==> src/rtl/spi_note_pkg.sv <==
// spi_note_pkg: shared constants, FSM state type and frame packing for the SPI note master.
// Optional feature macro: SPI_NOTE_CHECKSUM_EN. When defined, the top byte of the frame carries
// note1 ^ note2 ^ note3. Otherwise it is 8'h00.
package spi_note_pkg;

  localparam int unsigned FRAME_BITS = 32;
  localparam int unsigned NOTE_W     = 8;

  typedef enum logic [1:0] {
    StIdle,
    StShiftLo,
    StShiftHi,
    StGap
  } spi_state_t;

  // Frame layout, MSB first on the wire: {pad, note3, note2, note1}.
  function automatic logic [FRAME_BITS-1:0] pack_frame(input logic [NOTE_W-1:0] note1,
                                                        input logic [NOTE_W-1:0] note2,
                                                        input logic [NOTE_W-1:0] note3);
    logic [NOTE_W-1:0] pad;
`ifdef SPI_NOTE_CHECKSUM_EN
    pad = note1 ^ note2 ^ note3;
`else
    pad = '0;
`endif
    return {pad, note3, note2, note1};
  endfunction

endpackage

==> src/rtl/spi_note_master_if.sv <==
// spi_note_master_if: note-triple handshake plus SPI pins of the note master.
//   in_valid / note1..note3 : producer -> master (triple offered)
//   in_ready                : master -> producer (triple may be accepted)
//   sck / sdo               : SPI clock (idles low) and MSB-first data
//   busy / frame_done       : status (frame in flight / last falling sck edge pulse)
// Modport master is the SPI master block, modport slave is the producer/observer side.
interface spi_note_master_if;

  logic                              in_valid;
  logic                              in_ready;
  logic [spi_note_pkg::NOTE_W-1:0]   note1;
  logic [spi_note_pkg::NOTE_W-1:0]   note2;
  logic [spi_note_pkg::NOTE_W-1:0]   note3;
  logic                              sck;
  logic                              sdo;
  logic                              busy;
  logic                              frame_done;

  modport master (
    input  in_valid, note1, note2, note3,
    output in_ready, sck, sdo, busy, frame_done
  );

  modport slave (
    output in_valid, note1, note2, note3,
    input  in_ready, sck, sdo, busy, frame_done
  );

endinterface

==> src/rtl/spi_clk_gen.sv <==
// spi_clk_gen: sck phase divider for the SPI note master.
//   clk, reset_n : system clock, asynchronous active-low reset
//   en           : count while high
//   clr          : hold the counter at zero
//   phase_end    : high in the last cycle (count CLK_DIV-1) of each enabled phase
module spi_clk_gen #(
  parameter int unsigned CLK_DIV = 4
) (
  input  logic clk,
  input  logic reset_n,
  input  logic en,
  input  logic clr,
  output logic phase_end
);

  localparam int unsigned     DivW    = (CLK_DIV > 1) ? $clog2(CLK_DIV) : 1;
  localparam logic [DivW-1:0] DivLast = DivW'(CLK_DIV - 1);

  logic [DivW-1:0] cnt_q, cnt_d;

  assign phase_end = en && (cnt_q == DivLast);

  // Self-clearing at phase_end so every phase starts from zero.
  always_comb begin
    cnt_d = cnt_q;
    if (clr || phase_end) begin
      cnt_d = '0;
    end else if (en) begin
      cnt_d = cnt_q + 1'b1;
    end
  end

  always_ff @(posedge clk or negedge reset_n) begin
    if (!reset_n) begin
      cnt_q <= '0;
    end else begin
      cnt_q <= cnt_d;
    end
  end

endmodule

==> src/rtl/spi_note_master.sv <==
// spi_note_master: accepts one note triple per frame and shifts it out as a 32-bit SPI frame
// (mode 0: sck idles low, slave samples on rising sck, data changes on falling sck).
//   clk, reset_n : system clock, asynchronous active-low reset
//   bus          : spi_note_master_if.master (handshake, notes, sck/sdo, busy, frame_done)
// Parameters: CLK_DIV (sck half-period in clk cycles, >= 1), GAP_CYCLES (idle cycles after
// each frame before in_ready returns, >= 0).
// Optional feature macro: SPI_NOTE_CHECKSUM_EN (pad byte = note1 ^ note2 ^ note3).
// All outputs are registered.
module spi_note_master
  import spi_note_pkg::*;
#(
  parameter int unsigned CLK_DIV    = 4,
  parameter int unsigned GAP_CYCLES = 2
) (
  input  logic               clk,
  input  logic               reset_n,
  spi_note_master_if.master  bus
);

  localparam int unsigned     GapW    = (GAP_CYCLES > 1) ? $clog2(GAP_CYCLES) : 1;
  localparam logic [GapW-1:0] GapLast = GapW'(GAP_CYCLES - 1);
  localparam logic [4:0]      LastBit = 5'(FRAME_BITS - 1);

  spi_state_t            state_q;
  logic [FRAME_BITS-1:0] shift_q;
  logic [4:0]            bit_cnt_q;
  logic [GapW-1:0]       gap_cnt_q;
  logic                  in_ready_q;
  logic                  sck_q;
  logic                  sdo_q;
  logic                  busy_q;
  logic                  frame_done_q;

  logic                  div_en;
  logic                  phase_end;

  assign div_en = (state_q == StShiftLo) || (state_q == StShiftHi);

  spi_clk_gen #(
    .CLK_DIV (CLK_DIV)
  ) u_clk_gen (
    .clk       (clk),
    .reset_n   (reset_n),
    .en        (div_en),
    .clr       (!div_en),
    .phase_end (phase_end)
  );

  always_ff @(posedge clk or negedge reset_n) begin
    if (!reset_n) begin
      state_q      <= StIdle;
      shift_q      <= '0;
      bit_cnt_q    <= '0;
      gap_cnt_q    <= '0;
      in_ready_q   <= 1'b0;
      sck_q        <= 1'b0;
      sdo_q        <= 1'b0;
      busy_q       <= 1'b0;
      frame_done_q <= 1'b0;
    end else begin
      frame_done_q <= 1'b0;
      unique case (state_q)
        StIdle: begin
          sck_q <= 1'b0;
          sdo_q <= 1'b0;
          // in_ready_q is registered, so the release edge itself never accepts.
          if (bus.in_valid && in_ready_q) begin
            shift_q    <= pack_frame(bus.note1, bus.note2, bus.note3);
            bit_cnt_q  <= '0;
            in_ready_q <= 1'b0;
            busy_q     <= 1'b1;
            state_q    <= StShiftLo;
          end else begin
            in_ready_q <= 1'b1;
          end
        end
        StShiftLo: begin
          sdo_q <= shift_q[FRAME_BITS-1];
          if (phase_end) begin
            sck_q   <= 1'b1;
            state_q <= StShiftHi;
          end
        end
        StShiftHi: begin
          if (phase_end) begin
            sck_q <= 1'b0;
            if (bit_cnt_q == LastBit) begin
              frame_done_q <= 1'b1;
              sdo_q        <= 1'b0;
              if (GAP_CYCLES == 0) begin
                busy_q     <= 1'b0;
                in_ready_q <= 1'b1;
                state_q    <= StIdle;
              end else begin
                gap_cnt_q <= '0;
                state_q   <= StGap;
              end
            end else begin
              // Next bit goes out on the falling edge itself, not a cycle later.
              shift_q   <= shift_q << 1;
              sdo_q     <= shift_q[FRAME_BITS-2];
              bit_cnt_q <= bit_cnt_q + 1'b1;
              state_q   <= StShiftLo;
            end
          end
        end
        StGap: begin
          sck_q <= 1'b0;
          sdo_q <= 1'b0;
          if (gap_cnt_q == GapLast) begin
            busy_q     <= 1'b0;
            in_ready_q <= 1'b1;
            state_q    <= StIdle;
          end else begin
            gap_cnt_q <= gap_cnt_q + 1'b1;
          end
        end
        default: state_q <= StIdle;
      endcase
    end
  end

  assign bus.in_ready   = in_ready_q;
  assign bus.sck        = sck_q;
  assign bus.sdo        = sdo_q;
  assign bus.busy       = busy_q;
  assign bus.frame_done = frame_done_q;

endmodule

==> src/flat_wrapper.sv <==
// flat-port wrapper written by rule: the top's interface ports become plain ports
module spi_note_master_flat import spi_note_pkg::*;
#(
  parameter int unsigned CLK_DIV    = 4,
  parameter int unsigned GAP_CYCLES = 2
)
  (clk, reset_n, bus_in_valid, bus_note1, bus_note2, bus_note3, bus_in_ready, bus_sck, bus_sdo, bus_busy, bus_frame_done);
  spi_note_master_if bus_i ();
  input  logic clk;
  input  logic reset_n;
  input wire logic [$bits(bus_i.in_valid)-1:0] bus_in_valid;
  input wire logic [$bits(bus_i.note1)-1:0] bus_note1;
  input wire logic [$bits(bus_i.note2)-1:0] bus_note2;
  input wire logic [$bits(bus_i.note3)-1:0] bus_note3;
  output wire logic [$bits(bus_i.in_ready)-1:0] bus_in_ready;
  output wire logic [$bits(bus_i.sck)-1:0] bus_sck;
  output wire logic [$bits(bus_i.sdo)-1:0] bus_sdo;
  output wire logic [$bits(bus_i.busy)-1:0] bus_busy;
  output wire logic [$bits(bus_i.frame_done)-1:0] bus_frame_done;
  assign bus_i.in_valid = bus_in_valid;
  assign bus_i.note1 = bus_note1;
  assign bus_i.note2 = bus_note2;
  assign bus_i.note3 = bus_note3;
  assign bus_in_ready = bus_i.in_ready;
  assign bus_sck = bus_i.sck;
  assign bus_sdo = bus_i.sdo;
  assign bus_busy = bus_i.busy;
  assign bus_frame_done = bus_i.frame_done;
  spi_note_master #(.CLK_DIV(CLK_DIV), .GAP_CYCLES(GAP_CYCLES)) u_core (.clk(clk), .reset_n(reset_n), .bus(bus_i));
endmodule
==> config.mk <==
export PLATFORM = sky130hd
export DESIGN_NAME = spi_note_master_flat
export DESIGN_NICKNAME = d
export VERILOG_FILES = /design/src/rtl/spi_note_pkg.sv /design/src/rtl/spi_note_master_if.sv /design/src/rtl/spi_clk_gen.sv /design/src/rtl/spi_note_master.sv /design/src/flat_wrapper.sv
export SDC_FILE = /design/constraint.sdc
export NUM_CORES = 1
export LEC_CHECK = 0
export CORE_ASPECT_RATIO = 2
export CORE_UTILIZATION = 59
export CTS_CLUSTER_DIAMETER = 100
export DETAILED_ROUTE_END_ITERATION = 16
export GPL_TIMING_DRIVEN = 0
export PLACE_DENSITY = 0.9
export SYNTH_ARGS = -nofsm -noshare
export SYNTH_HDL_FRONTEND = slang
export SYNTH_SLANG_ARGS = --single-unit
export TNS_END_PERCENT = 1
==> constraint.sdc <==
create_clock -name clk -period 4.5 [get_ports clk]
set_clock_uncertainty 0.2 [all_clocks]
set_input_delay 1.125 -clock clk [delete_from_list [all_inputs] [get_ports clk]]
set_output_delay 1.125 -clock clk [all_outputs]
set_load 0.05 [all_outputs]
==> results of run 1 <==
==> power by group through the flow <==
stage                     Clock, mW  Sequential [mW]  Combinational (mW)
after floorplan                   0            0.445              0.0234
after global placement            0            0.447              0.0555
after detailed placement          0            0.447              0.0600
after CTS                     0.262            0.439              0.0601
after global routing          0.280            0.441              0.0644
final                         0.254            0.439              0.0587
==> cells by family (layout without fill, tap and decap cells) <==
group           after synthesis  after routing
mux                          51             51
fa+ha+maj                     7              7
compound gates               28             28
buf+inv                      24             64
simple gates                 36             36
flops                        47             47
==> cells in the final DEF, fill, tap and decap left out, drive strengths merged, types with 2 or more instances in the layout <==
cell type,n
a211o,2
a21oi,5
and3,2
buf,11
clkbuf,7
clkdlybuf4s50,30
clkinvlp,2
dfrtp,47
ha,7
inv,13
mux2,49
mux2i,2
nand2,4
nand2b,3
nand3,2
nand4,10
nor2,5
nor2b,3
o21ai,11
o31ai,2
==> routing by layer <==
layer	track usage, %	vias up	wire length, um
li1	-	768	-
met1	27.2	807	1700
met2	41.1	28	2600
met3	4.83	6	81
met4	10.9	0	81
met5	0	-	0
==> area by class of cell <==
type,count,area [sq um],area share [%]
buffer,11,83.8,2.84
sequential,47,1180,39.8
multi-input combinational,122,1160,39.3
timing repair buffer,32,333,11.3
clock buffer,5,68.8,2.33
tap,52,65.1,2.20
clock inverter,3,20.0,0.677
inverter,13,48.8,1.65
==> stage by stage <==
stage / instances / hold WS, ns / worst slack, ns / utilization (%) / power, mW
2_1_floorplan: 193 / 0.216 / 2.20 / - / 0.469
3_3_place_gp: 276 / 0.228 / 0.842 / 70.3 / 0.502
3_5_place_dp: 277 / 0.241 / 1.53 / 70.9 / 0.507
4_1_cts: 285 / 0.254 / 1.62 / 73.1 / 0.761
5_1_grt: 285 / 0.276 / 1.57 / 73.1 / 0.785
6_report: 285 / 0.252 / 1.63 / 73.1 / 0.751
==> flip-flops by register name, indices dropped and copies added (netlist names) <==
register	count
u_core.state_q	2
u_core.bus.sck	1
u_core.bus.in_ready	1
u_core.bit_cnt_q	5
u_core.bus.frame_done	1
u_core.gap_cnt_q	1
u_core.bus.sdo	1
u_core.u_clk_gen.cnt_q	2
u_core.bus.busy	1
u_core.shift_q	32
==> how the worst min path moves through the flow <==
stage                                   start                         to  cells after the start
finish              u_core.u_clk_gen.cnt_q[0]  u_core.u_clk_gen.cnt_q[0]                      1
CTS                 u_core.u_clk_gen.cnt_q[0]  u_core.u_clk_gen.cnt_q[0]                      1
global route        u_core.u_clk_gen.cnt_q[0]  u_core.u_clk_gen.cnt_q[0]                      1
floorplan           u_core.u_clk_gen.cnt_q[0]  u_core.u_clk_gen.cnt_q[0]                      1
detailed placement  u_core.u_clk_gen.cnt_q[0]  u_core.u_clk_gen.cnt_q[0]                      1
global placement    u_core.u_clk_gen.cnt_q[0]  u_core.u_clk_gen.cnt_q[0]                      1
==> key figures, run 1 <==
Clock network
  • Clock buffer count from CTS: 5
  • Num Clock Sinks: 47
  • CTS tree: done
  • H-tree Lvls: 2
  • Worst-path clk slew: 0.09 ns
  • Hold buffers post-CTS: 0
  • Worst-Skew Late Latency: 0.30 ns
  • Clk buf depth: 2
  • Clk root buf: clkbuf_8
  • Setup Fix Bufs, Post-CTS: 0
  • Post-CTS sizing: 0

GRT
  • Initial antenna violation count: 0
  • First-pass GRT wire length: 7700 um
  • Pin count of the biggest net entering global routing: 25
  • Grt ovf: 0
  • Vias in the first global route: 1720
  • GR Util All Layers: 24.2%

Die
  • Rows: 33
  • I/O pin count: 32
  • Chip Width: 47.8 um
  • Starting Density: 61.0%
  • Die Y: 93.5 um
  • Core area: 0.00405 sq mm
  • Die ar.: 0.00446 sq mm

Drt
  • Wirelength per Cell: 15.6 um
  • DR pass1 iterations: 4
  • Drt initial violations: 30
  • DRC viols: 0
  • Via count: 1609
  • Via density: 5.65
  • Post-route ant nets: 0
  • Final wirelength: 4460 um

Placement
  • PortBufs: 31
  • RD Place Congestion: 0.783
  • Dpl hpwl: 3360 um
  • Placed Area: 0.00287 sq mm

Power
  • Sequential Power Share: 58.4%
  • Internal: 0.582 mW
  • Clk pwr share: 33.8%
  • Switch share: 22.6%
  • Static Leakage: 1.35 nW
  • Sw Pwr: 0.170 mW
  • Logic pwr share: 7.8%
  • PwrDens: 254 mW/mm^2
  • Peak VDD IR: 0.336 mV

Setup path
  • Worst setup EP type: output pin
  • Worst reg2reg startpoint: u_core.bit_cnt_q[0]
  • Worst setup startpoint: u_core.bus.in_ready
  • CP Cell Sequence: clkdlybuf4s50_1
  • Reg2reg setup slack: 2.01 ns
  • Critical R2R Capture: u_core.shift_q[23]
  • End of the critical path: bus_in_ready
  • Cell family with most CP delay: buffers and inverters
  • Crit path depth: 1
  • Required @ worst endpoint: 3.17 ns
  • CP Max Fanout: 5
  • Buf/Inv on CP: 1
  • Worst setup SP type: register
  • Cells on worst reg2reg path: 7
  • CP max stage delay: 0.82 ns
  • Slowest CP cell: clkdlybuf4s50_1
  • Crit path kind: reg -> out
  • WP data arrival: 1.55 ns

Yosys
  • Yosys cell types: 37
  • Post-synth ARST share: 100%
  • Post-Synth Simple-Gate Area: 9.27%
  • Syn Nets: 227
  • Most frequent cell after synthesis: dfrtp_1
  • Top cell type's share of synthesized area: 47.6%
  • Post-synth design cell area: 0.00247 sq mm
  • Area contributors post-synth: dfrtp_1, mux2_2, mux2_4
  • Synth Area in Compound Gates: 8.00%
  • Multiplexer share of the synthesized area: 26.2%
  • Largest family of logic cells by synthesized area: multiplexers
  • Top_reg_cell synth: dfrtp_1
  • Synth Area per Inst: 12.8 sq um
  • Yosys synthesis warning count: 0
  • Post-Synth Adder-Cell Area: 3.55%
  • Post-Synthesis Cells: 193
  • XOR/XNOR Fraction of Synth Area: 0%
  • Seq cells post-synth: 47
  • Synth top cells by count: dfrtp_1, mux2_2, mux2_4, inv_1, o21ai_0
  • Sequential fraction of the synthesis area: 47.6%
  • Post-synth EDFFs: 0
  • Dominant cell type by area after synthesis: dfrtp_1

STA
  • Slew Limit Fails: 0
  • RSZ-0062 raised after global routing: false
  • Setup TNS: 0 ns
  • Final setup viols: 0
  • Fmax: 348 MHz
  • Minimum clock period: 2.87 ns
  • Slew headroom: 62.4%
  • Final hold vios: 0
  • Least-Margin Pin Slew: 0.564 ns
  • Ratio of final minimum period to clock period: 63.8%

Finish
  • Fraction of layout cells with a size suffix above 1: 31.8%
  • Antenna Cells: 0
  • # fillers: 300
  • Design area: 0.00296 sq mm
  • Area growth, synth to finish: 19.7%
  • Number of nets in the layout: 266

Run
  • Max cap viols: 0

Outcome
  • Status: complete, no violations

Min path
  • Hold crit path type: reg -> reg
Power figures use the tool's default switching activity.
==> run 2: changes to the inputs <==
- CORE_UTILIZATION: 59 -> 49
- PLACE_DENSITY: 0.9 -> 0.81
- clock period: 4.5 -> 2.42 ns (I/O delays scaled with it)
==> key figures, run 2 (synthesis gave the netlist of run 1 again) <==
STA
  • RSZ-0062 raised after global routing: false
  • Slew headroom: 67.4%
  • Ratio of final minimum period to clock period: 97.4%
  • Final setup viols: 0
  • Least-Margin Pin Slew: 0.487 ns
  • Minimum clock period: 2.36 ns
  • Fmax: 424 MHz
  • Final hold vios: 0
  • Worst setup margin: 0.0621 ns
  • Slew Limit Fails: 0

Clock network
  • CTS tree: done
  • Worst-Skew Late Latency: 0.30 ns
  • Clk buf depth: 2
  • Clk root buf: clkbuf_8
  • Clock buffer count from CTS: 5
  • Num Clock Sinks: 47
  • Worst-path clk slew: 0.09 ns
  • Hold buffers post-CTS: 0
  • H-tree Lvls: 2

GRT
  • Grt ovf: 0
  • Met1 Usage GRT: 22.9%
  • Pin count of the biggest net entering global routing: 29
  • Vias in the first global route: 1728
  • First-pass GRT wire length: 7870 um
  • Met2 Usage GRT: 34.8%
  • Grt met3 use: 2.68%
  • GR Util All Layers: 19.8%
  • Initial antenna violation count: 0
  • GRT Max-Usage Layer: met2

Drt
  • Final wirelength: 4540 um
  • Post-route ant nets: 0
  • Via density: 5.56
  • DR pass1 iterations: 4
  • Wirelength per Cell: 15.6 um
  • Via count: 1618
  • Drt initial violations: 26
  • DRC viols: 0

Setup path
  • Required @ worst endpoint: 1.62 ns
  • Crit path kind: reg -> out
  • Critical R2R Capture: u_core.shift_q[20]
  • Worst setup SP type: register
  • WP data arrival: 1.55 ns
  • Cell family with most CP delay: buffers and inverters
  • Slowest CP cell: clkdlybuf4s50_1
  • CP Cell Sequence: clkdlybuf4s50_1
  • Cells on worst reg2reg path: 8
  • CP Max Fanout: 5
  • Worst reg2reg startpoint: u_core.bit_cnt_q[0]
  • CP max stage delay: 0.82 ns
  • Buf/Inv on CP: 1
  • Worst setup EP type: output pin
  • Reg2reg setup slack: 0.10 ns

Placement
  • RD Place Congestion: 0.769
  • PortBufs: 31
  • Dpl hpwl: 3380 um
  • Placed Area: 0.00287 sq mm
  • Pre-CTS setup slack: -0.0795 ns
  • Placed insts: 282

Power
  • Static Leakage: 1.36 nW
  • PwrDens: 479 mW/mm^2
  • Peak VDD IR: 0.398 mV

Finish
  • Storage cell area: 0.00118 sq mm
  • Fraction of layout cells with a size suffix above 1: 32.9%
  • Antenna Cells: 0
  • Area occupied by multi-input gates: 0.00116 sq mm
  • Number of nets in the layout: 267
  • Register with the most flip-flops: u_core.shift_q
  • Final std cells w/o fill: 291
  • Max reg flops: 32
  • Largest regs: u_core.shift_q x32, u_core.bit_cnt_q x5
  • Commonest non-fill, non-tap cell in the layout: dfrtp_1
  • Most frequent cells in the layout: dfrtp_1, clkdlybuf4s50_1, mux2_2, mux2_4, inv_1
  • Design area: 0.00299 sq mm
  • # fillers: 401
  • Area growth, synth to finish: 21.0%

Die
  • Chip Width: 52.2 um
  • Die Y: 102 um
  • Die ar.: 0.00535 sq mm
  • Starting Density: 50.8%
  • Rows: 36
  • I/O pin count: 32
  • Core area: 0.00486 sq mm

Run
  • Max cap viols: 0

Outcome
  • Status: complete, no violations

Min path
  • Hold crit path type: in -> async
-- run 2: changes by cell type in the layout (fill, tap and decap cells not counted), sizes merged --
cell	change
buf	+1
clkbuf	+1
clkinvlp	-1
-- run 2: worst register-to-register path: stages (launching register included) --
cell	delay (ns)
dfrtp_1	0.41
ha_1	0.22
and3_1	0.19
ha_2	0.21
nand4b_4	0.21
a21oi_4	0.17
buf_12	0.15
buf_12	0.15
mux2_4	0.31
-- run 2: per-layer routing --
layer	up-vias	routed length (um)
met5	-	0
met4	0	143
met3	11	95
met2	29	2470
met1	810	1840
li1	768	-
-- run 2: per-stage QoR --
step,util [%],TNS (ns),hold slack (ns),power [mW]
global route,61.4,0,0.0789,1.48
CTS,61.4,0,0.0650,1.45
detailed placement,58.9,-1.43,0.234,0.942
global placement,58.6,-37.98,0.232,0.935
finish,61.4,0,0.0470,1.43
floorplan,-,0,0.109,0.872
-- run 2: worst max-delay path by stage --
stage,from,end,cells after the start
2_1_floorplan,u_core.bit_cnt_q[0],u_core.shift_q[10],7
3_3_place_gp,reset_n,u_core.shift_q[10],1
6_report,u_core.bus.in_ready,bus_in_ready,1
4_1_cts,u_core.bit_cnt_q[0],u_core.shift_q[6],8
3_5_place_dp,u_core.bit_cnt_q[0],u_core.shift_q[7],7
5_1_grt,u_core.bit_cnt_q[0],u_core.shift_q[21],8
-- run 2: power by group --
part / total [mW] / switching, mW / leakage, nW / internal (mW)
clock: 0.507 / 0.274 / 0.0474 / 0.234
combinational: 0.107 / 0.0329 / 0.739 / 0.0744
sequential: 0.816 / 0.0115 / 0.569 / 0.805
-- run 2: repair_timing --
item / in CTS / in global routing
pin swaps: 1 / 1
buffers inserted: 1 / 0
endpoints found under the setup margin: 21 / 21
resized for setup: 0 / 2
-- run 2: layout make-up --
| type | count | share of cell area [%] |
|---|---|---|
| multi-input combinational | 122 | 38.9 |
| sequential | 47 | 39.4 |
| timing repair buffer | 33 | 11.6 |
| tap | 57 | 2.39 |
| inverter | 13 | 1.63 |
| clock buffer | 6 | 2.76 |
| clock inverter | 2 | 0.544 |
| buffer | 11 | 2.80 |
